$ cat config.mk
export PLATFORM = sky130hd
export DESIGN_NAME = if_fetch_unit
export DESIGN_NICKNAME = d
export VERILOG_FILES = /design/src/rtl/if_fetch_unit.sv
export SDC_FILE = /design/constraint.sdc
export NUM_CORES = 1
export LEC_CHECK = 0
export BUFFER_PORTS_ARGS = -buffer_cell sky130_fd_sc_hd__buf_2
export CORE_AREA = 2 2 158 160
export DETAILED_ROUTE_END_ITERATION = 12
export DIE_AREA = 0 0 160 162
export GPL_ROUTABILITY_DRIVEN = 0
export HOLD_SLACK_MARGIN = 0.08
export PLACE_DENSITY_LB_ADDON = 0.2
export RECOVER_POWER = 25
export SLEW_MARGIN = 20
export SYNTH_ARGS = -nofsm -noshare
export SYNTH_HDL_FRONTEND = slang
export SYNTH_SLANG_ARGS = --single-unit
$ cat constraint.sdc
create_clock -name clk_i -period 4.75 [get_ports clk_i]
set_clock_uncertainty 0.2 [all_clocks]
set_input_delay 0.95 -clock clk_i [delete_from_list [all_inputs] [get_ports clk_i]]
set_output_delay 0.95 -clock clk_i [all_outputs]
set_load 0.005 [all_outputs]
$ cat src/rtl/if_fetch_unit.sv
// Instruction-fetch stage: owns the PC, issues req/ack fetches and holds one
// fetched {PC, inst} entry for decode, with stall hold and branch redirect.
module if_fetch_unit #(
  parameter logic [31:0] RESET_PC = 32'h0000_0000
) (
  input  logic        clk_i,
  input  logic        rst_i,
  input  logic        start_i,
  input  logic        stall_i,
  input  logic        branch_taken_i,
  input  logic [31:0] branch_target_i,
  output logic        mem_req_o,
  output logic [31:0] mem_addr_o,
  input  logic        mem_ack_i,
  input  logic [31:0] mem_data_i,
  output logic [31:0] pc_o,
  output logic [31:0] inst_o,
  output logic        inst_valid_o,
  output logic        fetch_busy_o
);

  typedef enum logic [1:0] {S_IDLE, S_FETCH, S_KILL} state_e;

  state_e      state_q, state_d;
  logic [31:0] pc_q, pc_d;
  logic [31:0] redir_q, redir_d;
  logic        pend_q, pend_d;
  logic [31:0] out_pc_q, out_pc_d;
  logic [31:0] out_inst_q, out_inst_d;
  logic        out_valid_q, out_valid_d;

  logic        req;
  logic        consumed;
  logic [31:0] target;

  assign target   = branch_target_i & 32'hFFFF_FFFC;
  assign consumed = out_valid_q & ~stall_i;
  assign req      = ((state_q == S_FETCH) & (pend_q | ~out_valid_q | ~stall_i))
                  | (state_q == S_KILL);

  // pc_q is left untouched while a killed miss drains, so the address of the
  // abandoned request stays stable until its ack; the redirect lives in redir_q.
  assign mem_req_o    = req;
  assign mem_addr_o   = pc_q;
  assign fetch_busy_o = req & ~mem_ack_i;
  assign pc_o         = out_pc_q;
  assign inst_o       = out_inst_q;
  assign inst_valid_o = out_valid_q;

  always_comb begin
    state_d     = state_q;
    pc_d        = pc_q;
    redir_d     = redir_q;
    pend_d      = pend_q;
    out_pc_d    = out_pc_q;
    out_inst_d  = out_inst_q;
    out_valid_d = out_valid_q;

    if (req) begin
      pend_d = ~mem_ack_i;
    end

    case (state_q)
      S_IDLE: begin
        if (start_i) begin
          state_d = S_FETCH;
        end
      end
      S_FETCH: begin
        if (branch_taken_i) begin
          out_valid_d = 1'b0;
          if (req & ~mem_ack_i) begin
            redir_d = target;
            state_d = S_KILL;
          end else begin
            pc_d = target;
          end
        end else if (req & mem_ack_i) begin
          out_inst_d  = mem_data_i;
          out_pc_d    = pc_q;
          out_valid_d = 1'b1;
          pc_d        = pc_q + 32'd4;
        end else if (consumed) begin
          out_valid_d = 1'b0;
        end
      end
      S_KILL: begin
        out_valid_d = 1'b0;
        if (branch_taken_i) begin
          redir_d = target;
        end
        if (mem_ack_i) begin
          pc_d    = branch_taken_i ? target : redir_q;
          state_d = S_FETCH;
        end
      end
      default: begin
        state_d = S_IDLE;
      end
    endcase
  end

  always_ff @(posedge clk_i or negedge rst_i) begin
    if (!rst_i) begin
      state_q     <= S_IDLE;
      pc_q        <= RESET_PC;
      redir_q     <= 32'h0;
      pend_q      <= 1'b0;
      out_pc_q    <= RESET_PC;
      out_inst_q  <= 32'h0;
      out_valid_q <= 1'b0;
    end else begin
      state_q     <= state_d;
      pc_q        <= pc_d;
      redir_q     <= redir_d;
      pend_q      <= pend_d;
      out_pc_q    <= out_pc_d;
      out_inst_q  <= out_inst_d;
      out_valid_q <= out_valid_d;
    end
  end

endmodule

==> summary.md, run 1 <==
| Metric | Value |
|---|---|
| Fmax | `306.6 MHz` |
| Count leader, synth | `dfrtp_1` |
| Share of post-route cells with drive strength above 1 | `0.4132` |
| Area occupied by multi-input gates | `2661 um2` |
| N_diodes | `0` |
| Hold_buf cts | `0` |
| DP Worst Slack | `1.191 ns` |
| Synth top area cells | `dfrtp_1, mux2_2, mux2_1, o21ai_0, nand2_1` |
| Drt wl/cell | `17.15 um` |
| Starting density of the core | `0.2577` |
| Hold WC Path Type | `reg2reg` |
| Slew @ Worst Pin | `2.165 ns` |
| Critical path class | `reg2out` |
| Vias per cell | `4.749` |
| # Post-CTS Setup Buffers | `0` |
| Synthesis-to-finish area growth | `26.15%` |
| Flops & latches, synth | `132` |
| Fin util | `0.3250` |
| WHS Path Cells | `2` |
| Final Hold Viols | `0` |
| Gate Count Post-Synth | `527` |
| Final Max Slew Viols | `85` |
| Violated checks | `max-capacitance violations, max-slew violations` |
| Pwr dens | `656.0 nW/um2` |
| Grt total ovfl | `0` |
| Reg-to-reg endpoint | `pc_o[17]$_DFFE_PN0P_` |
| Drt pass-1 iters | `5` |
| Peak supply drop | `0.1916 mV` |
| Worst reg2reg startpoint | `state_q[0]$_DFFE_PN0P_` |
| R2r setup slk | `1.56 ns` |
| CTS tree | `done` |
| Critical Path AT | `2.11 ns` |
| Gate power share | `0.353` |
| Post-synthesis sequential area ratio | `0.5318` |
| M1 GR Usage | `0.1738` |
| Die area | `25920 um2` |
| Worst Setup End Kind | `output port` |
| Final worst path period share | `0.6868` |
| Ys Warns | `0` |
| Met3 Use GR | `0.03422` |
| Worst R2R Path Depth | `7` |
| RSZ-0062 raised after global routing | `no` |
| Tot GR Track Use | `0.1363` |
| Post-CTS sizing | `0` |
| Slew HR | `-0.4435` |
| Die height | `162 um` |
| Clock power frac | `0.237` |
| CP required | `3.60 ns` |
| P_sw | `1804 uW` |
| Cts bufs inserted | `17` |
| Final worst slack | `1.488 ns` |
| Leak | `0.003607 uW` |
| Largest net degree at the start of global routing | `85` |
| Dpl hpwl | `12340 um` |
| Post-Syn Area per Cell | `11.79 um2` |
| Vias in the first global route | `4930` |
| Netlist cell types | `57` |
| Deepest clock path buffer count | `2` |
| Mapped cell area | `6211 um2` |
| Initial antenna violation count | `1` |
| Iteration-0 DRC Markers | `337` |
| Async S/R FF share, synth | `1.000` |
| DR vias | `4849` |
| Pint | `3335 uW` |
| DRC | `0` |
| Post-Syn Nets | `601` |
| Final antenna-violating net count | `0` |
| Seq pwr share | `0.410` |
| # IOs | `169` |
| CTS sink cnt | `132` |
| Core area | `24110 um2` |
| Drt total wl | `17520 um` |
| Number of fill cells in the layout | `2513` |
| Chip Width | `160 um` |
| IO buf count | `166` |
| Post-synth top area share | `0.5318` |
| Hold_sp | `pc_o[2]$_DFFE_PN0P_` |
| Setup-failing EPs final | `0` |
| Sw Share | `0.3510` |
| Crit Path Max Fanout | `22` |
| Biggest area consumer among synthesized cells | `dfrtp_1` |
| H-Tree Depth | `4` |
| Fin Setup TNS | `0 ns` |
| Std-Cell Rows | `57` |
| Post-synth top flop | `dfrtp_1` |
| Critical path startpoint category | `flip-flop` |
| Root buf cell | `clkbuf_16` |
| Grt met2 use | `0.2267` |
| CTS clock-pin slew for the worst setup and hold paths | `0.05 ns` |
| First-pass GRT wire length | `27320 um` |
| Commonest cells in the netlist | `dfrtp_1, mux2_2, o21ai_0, nand2_1, nor2_1` |
| NumNets Final | `761` |
| Status | `finished with violations` |
| Max_cap viols | `1` |
| Clk_lat worst skew | `0.42 ns` |
| Hold Path End | `pc_o[2]$_DFFE_PN0P_` |
| Number of synthesized flops with an enable pin | `0` |
| Global routing's busiest layer | `met2` |
| Fin crit period | `3.262 ns` |
| FF/Latch Area | `3303 um2` |
[how the worst max path moves through the flow]
stage                                      start                   end  slack, ns  depth (start not counted)
after floorplan                          stall_i             mem_req_o       2.23                          3
final                     state_q[0]$_DFFE_PN0P_             mem_req_o       1.49                          5
after detailed placement          branch_taken_i  pc_o[17]$_DFFE_PN0P_       1.19                          5
after global routing      state_q[0]$_DFFE_PN0P_  pc_o[19]$_DFFE_PN0P_       1.32                          7
after global placement            branch_taken_i  pc_o[21]$_DFFE_PN0P_       1.29                          5
after CTS                 state_q[0]$_DFFE_PN0P_             mem_req_o       1.45                          5
[critical path: stages (launching register included)]
cell     delay [ns]
dfrtp_1        0.38
inv_1          0.10
ha_1           0.78
a21oi_2        0.13
inv_2          0.16
buf_2          0.14
[power by group through the flow]
stage	clock network, uW	registers [uW]	logic [uW]
after detailed placement	0	2130	1850
after global routing	1310	2190	2020
after CTS	1250	2110	1850
after global placement	0	2090	1810
final	1220	2110	1810
after floorplan	0	2050	1130
[cell type report]
cell class | count | share of cell area
flip-flops and latches | 132 | 0.4216
multi-input cells | 351 | 0.3397
repair buffers | 174 | 0.1137
clock buffers | 23 | 0.06100
well taps | 324 | 0.05174
clock inverters | 6 | 0.007027
inverters | 11 | 0.005270
[placed cells by master (no fill, tap or decap), drive strengths merged, types with 2 or more instances in the layout]
cell	n
o2bb2ai	8
clkbuf	24
a31oi	10
nand3b	2
mux2	92
nor2	27
o31a	6
a21o	2
a22oi	9
o21ai	44
a221oi	4
and4	4
a21oi	17
o22ai	2
and3	6
a22o	11
ha	4
clkinv	5
nand2	30
nor3	5
xor2	2
and2	9
nand3	15
nand4	10
inv	11
buf	173
nor4	5
or2	3
dfrtp	132
mux2i	5
a222oi	3
a211oi	2
nand2b	3
nor2b	2
[cell families after synthesis]
group | synth area share
adders and majority gates | 0.008058
xor gates and xnor gates | 0.004231
muxes | 0.1749
and+or+nand+nor | 0.1058
buffers and inverters | 0.04230
DFF | 0.5318
AOI/OAI and AO/OA | 0.1330
[state kept, by name (all words and copies together), names as in the netlist]
register      count
inst_valid_o      1
redir_q          32
mem_addr_o       32
inst_o           32
pc_o             32
pend_q            1
state_q           2
[layer usage]
metal,vias up,part of all wire
met1,2434,0.46
met4,0,0.010
li1,2266,-
met3,13,0.050
met5,-,0
met2,136,0.48
[metrics by stage]
stage	hold slack, ns	instances	instance area, um2	total power (uW)
floorplan	0.2532	527	6211	3182
global placement	0.2623	992	7308	3898
detailed placement	0.2710	992	7308	3974
CTS	0.2834	1021	7841	5219
global route	0.2942	1021	7835	5516
finish	0.2813	1021	7835	5139
Power figures use the tool's default switching activity.
==> inputs of run 2 (changes only) <==
- clock period: 4.75 -> 3.2 ns (I/O delays scaled with it)
==> run 2 against run 1 <==
Against the previous run:
- the flow now finishes without violations
- combinational power rose by 50%
- clock power up 67%
- sequential power is 48% higher
- core utilization up 0.59 points
- count of clock-buffer cells in the layout down 3
- wire length up 1.7%
==> summary.md, run 2 (synthesis gave the netlist of run 1 again) <==
| Metric | Value |
|---|---|
| Status | `finished clean` |
| Root buf cell | `clkbuf_16` |
| First-pass GRT wire length | `28390 um` |
| DP Worst Slack | `0.5176 ns` |
| Chip Width | `160 um` |
| Dpl hpwl | `12480 um` |
| Leak | `0.003595 uW` |
| Final worst path period share | `0.8112` |
| Std-Cell Rows | `57` |
| Core area | `24110 um2` |
| Number of fill cells in the layout | `2515` |
| Drt total wl | `17820 um` |
| Cts bufs inserted | `17` |
| Slew HR | `0.5279` |
| Setup-failing EPs final | `0` |
| Worst reg2reg startpoint | `mem_addr_o[3]$_DFFE_PN0P_` |
| Vias per cell | `4.710` |
| Fin crit period | `2.596 ns` |
| DRC | `0` |
| Crit Path Max Fanout | `9` |
| Vias in the first global route | `5097` |
| # IOs | `169` |
| NumNets Final | `766` |
| Deepest clock path buffer count | `2` |
| Synthesis-to-finish area growth | `28.44%` |
| Fin Setup TNS | `0 ns` |
| Final worst slack | `0.6043 ns` |
| Reg-to-reg endpoint | `mem_addr_o[14]$_DFFE_PN0P_` |
| Drt wl/cell | `17.30 um` |
| Fmax | `385.3 MHz` |
| Tot GR Track Use | `0.1407` |
| Fin util | `0.3309` |
| Starting density of the core | `0.2577` |
| Hold WC Path Type | `in2reg` |
| Die height | `162 um` |
| Critical path startpoint category | `flip-flop` |
| RSZ-0062 raised after global routing | `no` |
| Initial antenna violation count | `1` |
| Area occupied by multi-input gates | `2661 um2` |
| Iteration-0 DRC Markers | `251` |
| Clk_lat worst skew | `0.42 ns` |
| Most common cell after layout, fill and taps aside | `buf_2` |
| Critical Path Sink | `mem_req_o` |
| Slew @ Worst Pin | `0.7067 ns` |
| Pwr dens | `987.4 nW/um2` |
| # Post-CTS Setup Buffers | `0` |
| R2r setup slk | `0.73 ns` |
| Final Hold Viols | `0` |
| CTS sink cnt | `132` |
| Worst R2R Path Depth | `6` |
| Commonest non-fill, non-tap cells in the layout | `buf_2, dfrtp_1, mux2_2` |
| Largest net degree at the start of global routing | `98` |
| Grt total ovfl | `0` |
| CP required | `2.36 ns` |
| Critical Path AT | `1.76 ns` |
| FF/Latch Area | `3303 um2` |
| Peak supply drop | `0.3008 mV` |
| IO buf count | `166` |
| Max_cap viols | `0` |
| Final antenna-violating net count | `0` |
| Critical path class | `reg2out` |
| CTS clock-pin slew for the worst setup and hold paths | `0.06 ns` |
| CTS tree | `done` |
| DR vias | `4851` |
| Drt pass-1 iters | `4` |
| Worst Setup End Kind | `output port` |
| Share of post-route cells with drive strength above 1 | `0.3858` |
| Die area | `25920 um2` |
| H-Tree Depth | `4` |
| Critical path startpoint | `state_q[1]$_DFFE_PN0P_` |
| Final Max Slew Viols | `0` |
| Post-CTS sizing | `0` |
-- run 2: where the power goes --
part,leakage [uW],total [uW],internal (uW),switching (uW)
Combinational,0.00169,2720,1370,1350
Clock,0.000294,2040,1290,754
Sequential,0.00161,3120,2470,647
Total,0.00359,7880,5130,2750
-- run 2: worst min-delay path by stage --
| stage | startpoint | to | slack, ns | cells after the start |
|---|---|---|---|---|
| 2_1_floorplan | rst_i | inst_o[0]$_DFFE_PN0P_ | 0.14 | 0 |
| 5_1_grt | mem_data_i[27] | inst_o[27]$_DFFE_PN0P_ | 0.22 | 2 |
| 6_report | mem_data_i[27] | inst_o[27]$_DFFE_PN0P_ | 0.23 | 2 |
| 4_1_cts | mem_data_i[21] | inst_o[21]$_DFFE_PN0P_ | 0.21 | 2 |
| 3_5_place_dp | pc_o[28]$_DFFE_PN0P_ | pc_o[28]$_DFFE_PN0P_ | 0.27 | 2 |
| 3_3_place_gp | pc_o[2]$_DFFE_PN0P_ | pc_o[2]$_DFFE_PN0P_ | 0.26 | 2 |
-- run 2: worst max-delay path, stage by stage (launching register included) --
cell and delay, ns:
dfrtp_1 0.37, inv_1 0.07, ha_1 0.28, a21oi_1 0.34
inv_2 0.12, buf_2 0.16
-- run 2: layout make-up --
type | instances | area share
sequential | 132 | 0.4141
inverter | 11 | 0.005176
clock buffer | 20 | 0.05850
clock inverter | 12 | 0.01913
timing repair buffer | 179 | 0.1184
antenna | 1 | 0.0003137
tap | 324 | 0.05082
multi-input combinational | 351 | 0.3336
-- run 2: what timing repair did --
item	in CTS	in global routing
endpoints found under the hold margin	35	0
setup endpoints to repair	0	0
hold buffers	1	0
-- run 2: metrics by stage --
stage / instance area, um2 / std cells / total power [uW] / hold slack [ns]
2_1_floorplan: 6211 / 527 / 4723 / 0.1444
3_3_place_gp: 7375 / 996 / 5836 / 0.2623
3_5_place_dp: 7375 / 996 / 5953 / 0.2708
4_1_cts: 8004 / 1029 / 8049 / 0.2119
5_1_grt: 7978 / 1030 / 8467 / 0.2171
6_report: 7978 / 1030 / 7877 / 0.2315
-- run 2: per-layer routing --
layer / wire length, um / global-route usage / part of all wire / up-vias
met5: 0 / 0 / 0 / -
met3: 907 / 0.03677 / 0.051 / 17
met1: 7857 / 0.1776 / 0.44 / 2425
met4: 244 / 0.05242 / 0.014 / 0
met2: 8809 / 0.2330 / 0.49 / 133
li1: - / - / - / 2276
==> inputs of run 3 (changes only) <==
- ABC_AREA: not set -> 1
- CORE_AREA: 2 2 158 160 -> 2 2 161 163
- DIE_AREA: 0 0 160 162 -> 0 0 163 165
- clock period: 3.2 -> 2.5 ns (I/O delays scaled with it)
==> run 3 against run 2 <==
Against the previous run:
- sequential share of layout area is 1.9 points lower
- wire length rose by 9.6%
- sequential power rose by 22%
- critical path type unchanged
- count of clock-buffer cells in the layout down 3
==> summary.md, run 3 <==
| Metric | Value |
|---|---|
| Ys Warns | `0` |
| Commonest non-fill, non-tap cells in the layout | `nand2_1, buf_2, dfrtp_1` |
| DRC | `0` |
| Final Hold Viols | `0` |
| Drt total wl | `19530 um` |
| Leak | `0.004247 uW` |
| Synth top area cells | `dfrtp_1, nand2_1, mux2_2, o21ai_0, nor2_1` |
| CTS clock-pin slew for the worst setup and hold paths | `0.07 ns` |
| Post-synthesis sequential area ratio | `0.5148` |
| Max_cap viols | `0` |
| Commonest cells in the netlist | `nand2_1, dfrtp_1, nor2_1, o21ai_0, inv_1` |
| Worst-path cell chain | `buf_4 -> ha_4 -> inv_1 -> nand2_4 -> nand3_1 -> inv_1 -> buf_2` |
| Post-Syn Area per Cell | `8.322 um2` |
| Peak supply drop | `0.4745 mV` |
| Slowest stage delay, CP | `0.38 ns` |
| Vias per cell | `4.334` |
| Worst R2R Path Depth | `11` |
| Hold WC Path Type | `in2reg` |
| Crit path max-delay cell type | `dfrtp_1` |
| Most frequent CP cell | `inv_1` |
| Dpl hpwl | `14660 um` |
| CTS sink cnt | `132` |
| Iteration-0 DRC Markers | `399` |
| Critical path class | `reg2out` |
| Gate Count Post-Synth | `771` |
| Std-Cell Rows | `58` |
| Status | `finished clean` |
| Core area | `25040 um2` |
| Post-Syn Nets | `845` |
| Starting density of the core | `0.2563` |
| Deepest clock path buffer count | `2` |
| Drt wl/cell | `15.07 um` |
| Most common cell after layout, fill and taps aside | `nand2_1` |
| Post-synth top flop | `dfrtp_1` |
| NumNets Final | `1026` |
| Final worst path period share | `0.9443` |
| WHS | `0.09587 ns` |
| Async S/R FF share, synth | `1.000` |
| RSZ-0062 raised after global routing | `no` |
| Die height | `165 um` |
| Critical Path Sink | `fetch_busy_o` |
| Final antenna-violating net count | `0` |
| Setup-failing EPs final | `0` |
| Clk_lat worst skew | `0.42 ns` |
| Slew HR | `0.1184` |
| Post-synth top area share | `0.5148` |
| Pwr dens | `1229 nW/um2` |
| Critical Path AT | `1.66 ns` |
| Cts bufs inserted | `17` |
| Mapped cell area | `6416 um2` |
| IO buf count | `166` |
| Fin crit period | `2.361 ns` |
| H-Tree Depth | `4` |
| Count leader, synth | `nand2_1` |
| Flops & latches, synth | `132` |
| Die area | `26900 um2` |
| Biggest area consumer among synthesized cells | `dfrtp_1` |
| Drt pass-1 iters | `5` |
| Reg-to-reg endpoint | `mem_addr_o[26]$_DFFE_PN0P_` |
| Vias in the first global route | `5476` |
| Fin Setup TNS | `0 ns` |
| Tot GR Track Use | `0.1498` |
| CP required | `1.80 ns` |
| First-pass GRT wire length | `31090 um` |
| Netlist cell types | `29` |
| Chip Width | `163 um` |
| Crit Path Max Fanout | `5` |
| Largest net degree at the start of global routing | `51` |
| Root buf cell | `clkbuf_16` |
| R2r setup slk | `0.27 ns` |
| Final Max Slew Viols | `0` |
| DR vias | `5617` |
| Fmax | `423.6 MHz` |
| Share of post-route cells with drive strength above 1 | `0.2829` |
| Number of synthesized flops with an enable pin | `0` |
| Critical path startpoint | `state_q[0]$_DFFE_PN0P_` |
| Grt total ovfl | `0` |
| Slew @ Worst Pin | `1.322 ns` |
| # IOs | `169` |
| Worst reg2reg startpoint | `state_q[0]$_DFFE_PN0P_` |
| CTS tree | `done` |
| Synthesis-to-finish area growth | `30.46%` |
| Critical path startpoint category | `flip-flop` |
| Worst Setup End Kind | `output port` |
| Initial antenna violation count | `2` |
run 3: changes by cell type after synthesis, sizes merged, moves of 9 or more:
cell,before,now
inv,11,81
a22o,11,1
a31oi,10,0
nor2,27,85
nand3,15,41
nand2,30,222
o21ai,44,91
mux2,92,39
and2,9,0
run 3: layer usage:
| metal | wire [um] | share of wire | vias to the layer above | track usage |
|---|---|---|---|---|
| li1 | - | - | 2851 | - |
| met1 | 9190 | 0.47 | 2629 | 0.2064 |
| met2 | 9037 | 0.46 | 121 | 0.2332 |
| met3 | 1030 | 0.053 | 16 | 0.03692 |
| met4 | 269 | 0.014 | 0 | 0.04304 |
| met5 | 0 | 0 | - | 0 |
run 3: worst max-delay path, delay by kind of cell, from the launching register on:
family	cells	cell delay [ns]
buffers and inverters	4	0.48
DFF	1	0.38
and+or+nand+nor	2	0.23
adders and majority gates	1	0.17
run 3: cell type report:
class	instances	area (um2)
Antenna cell	1	2.502
Clock buffer	17	425.4
Clock inverter	15	171.4
Fill cell	2684	16670
Inverter	81	309.0
Multi-Input combinational cell	530	2675
Sequential cell	132	3303
Tap cell	330	412.9
Timing Repair Buffer	190	1071
run 3: timing repair:
item | CTS | global route
hold buffers | 1 | 0
hold endpoints to repair | 48 | 0
setup buffers | 0 | 1
setup endpoints to repair | 0 | 2
gates resized for setup | 0 | 2
run 3: kinds of logic (layout without fill, tap and decap cells):
family,count (synthesis),count (layout),share of synthesized area
flip-flops,132,132,0.5148
other,0,1,0
adder cells (fa/ha/maj),4,4,0.007801
buffers and inverters,109,303,0.07137
multiplexers,39,39,0.06845
AO/OA/AOI/OAI,119,119,0.09985
AND/OR/NAND/NOR,368,368,0.2377
run 3: worst min path at each step:
| stage | cells after the start | from | end |
|---|---|---|---|
| 2_1_floorplan | 0 | rst_i | inst_o[0]$_DFFE_PN0P_ |
| 3_3_place_gp | 2 | redir_q[17]$_DFFE_PN0P_ | redir_q[17]$_DFFE_PN0P_ |
| 3_5_place_dp | 2 | redir_q[8]$_DFFE_PN0P_ | redir_q[8]$_DFFE_PN0P_ |
| 4_1_cts | 3 | branch_target_i[17] | redir_q[17]$_DFFE_PN0P_ |
| 5_1_grt | 2 | mem_data_i[5] | inst_o[5]$_DFFE_PN0P_ |
| 6_report | 3 | branch_target_i[12] | redir_q[12]$_DFFE_PN0P_ |
run 3: stage by stage:
step	cells	instance area [um2]	power [uW]	worst slack, ns	utilization
global placement	1261	7765	7765	0.2800	0.3101
floorplan	771	6416	6092	0.5036	-
detailed placement	1261	7765	7819	0.2615	0.3101
finish	1296	8371	10290	0.1391	0.3343
global route	1295	8368	11180	0.01117	0.3342
CTS	1294	8372	10430	0.01250	0.3344
run 3: where the power goes:
group,internal (uW),switching [uW],leakage [uW],total [uW]
registers,3120,680,0.00164,3800
logic,1640,2290,0.00232,3930
clock network,1500,1070,0.000291,2560
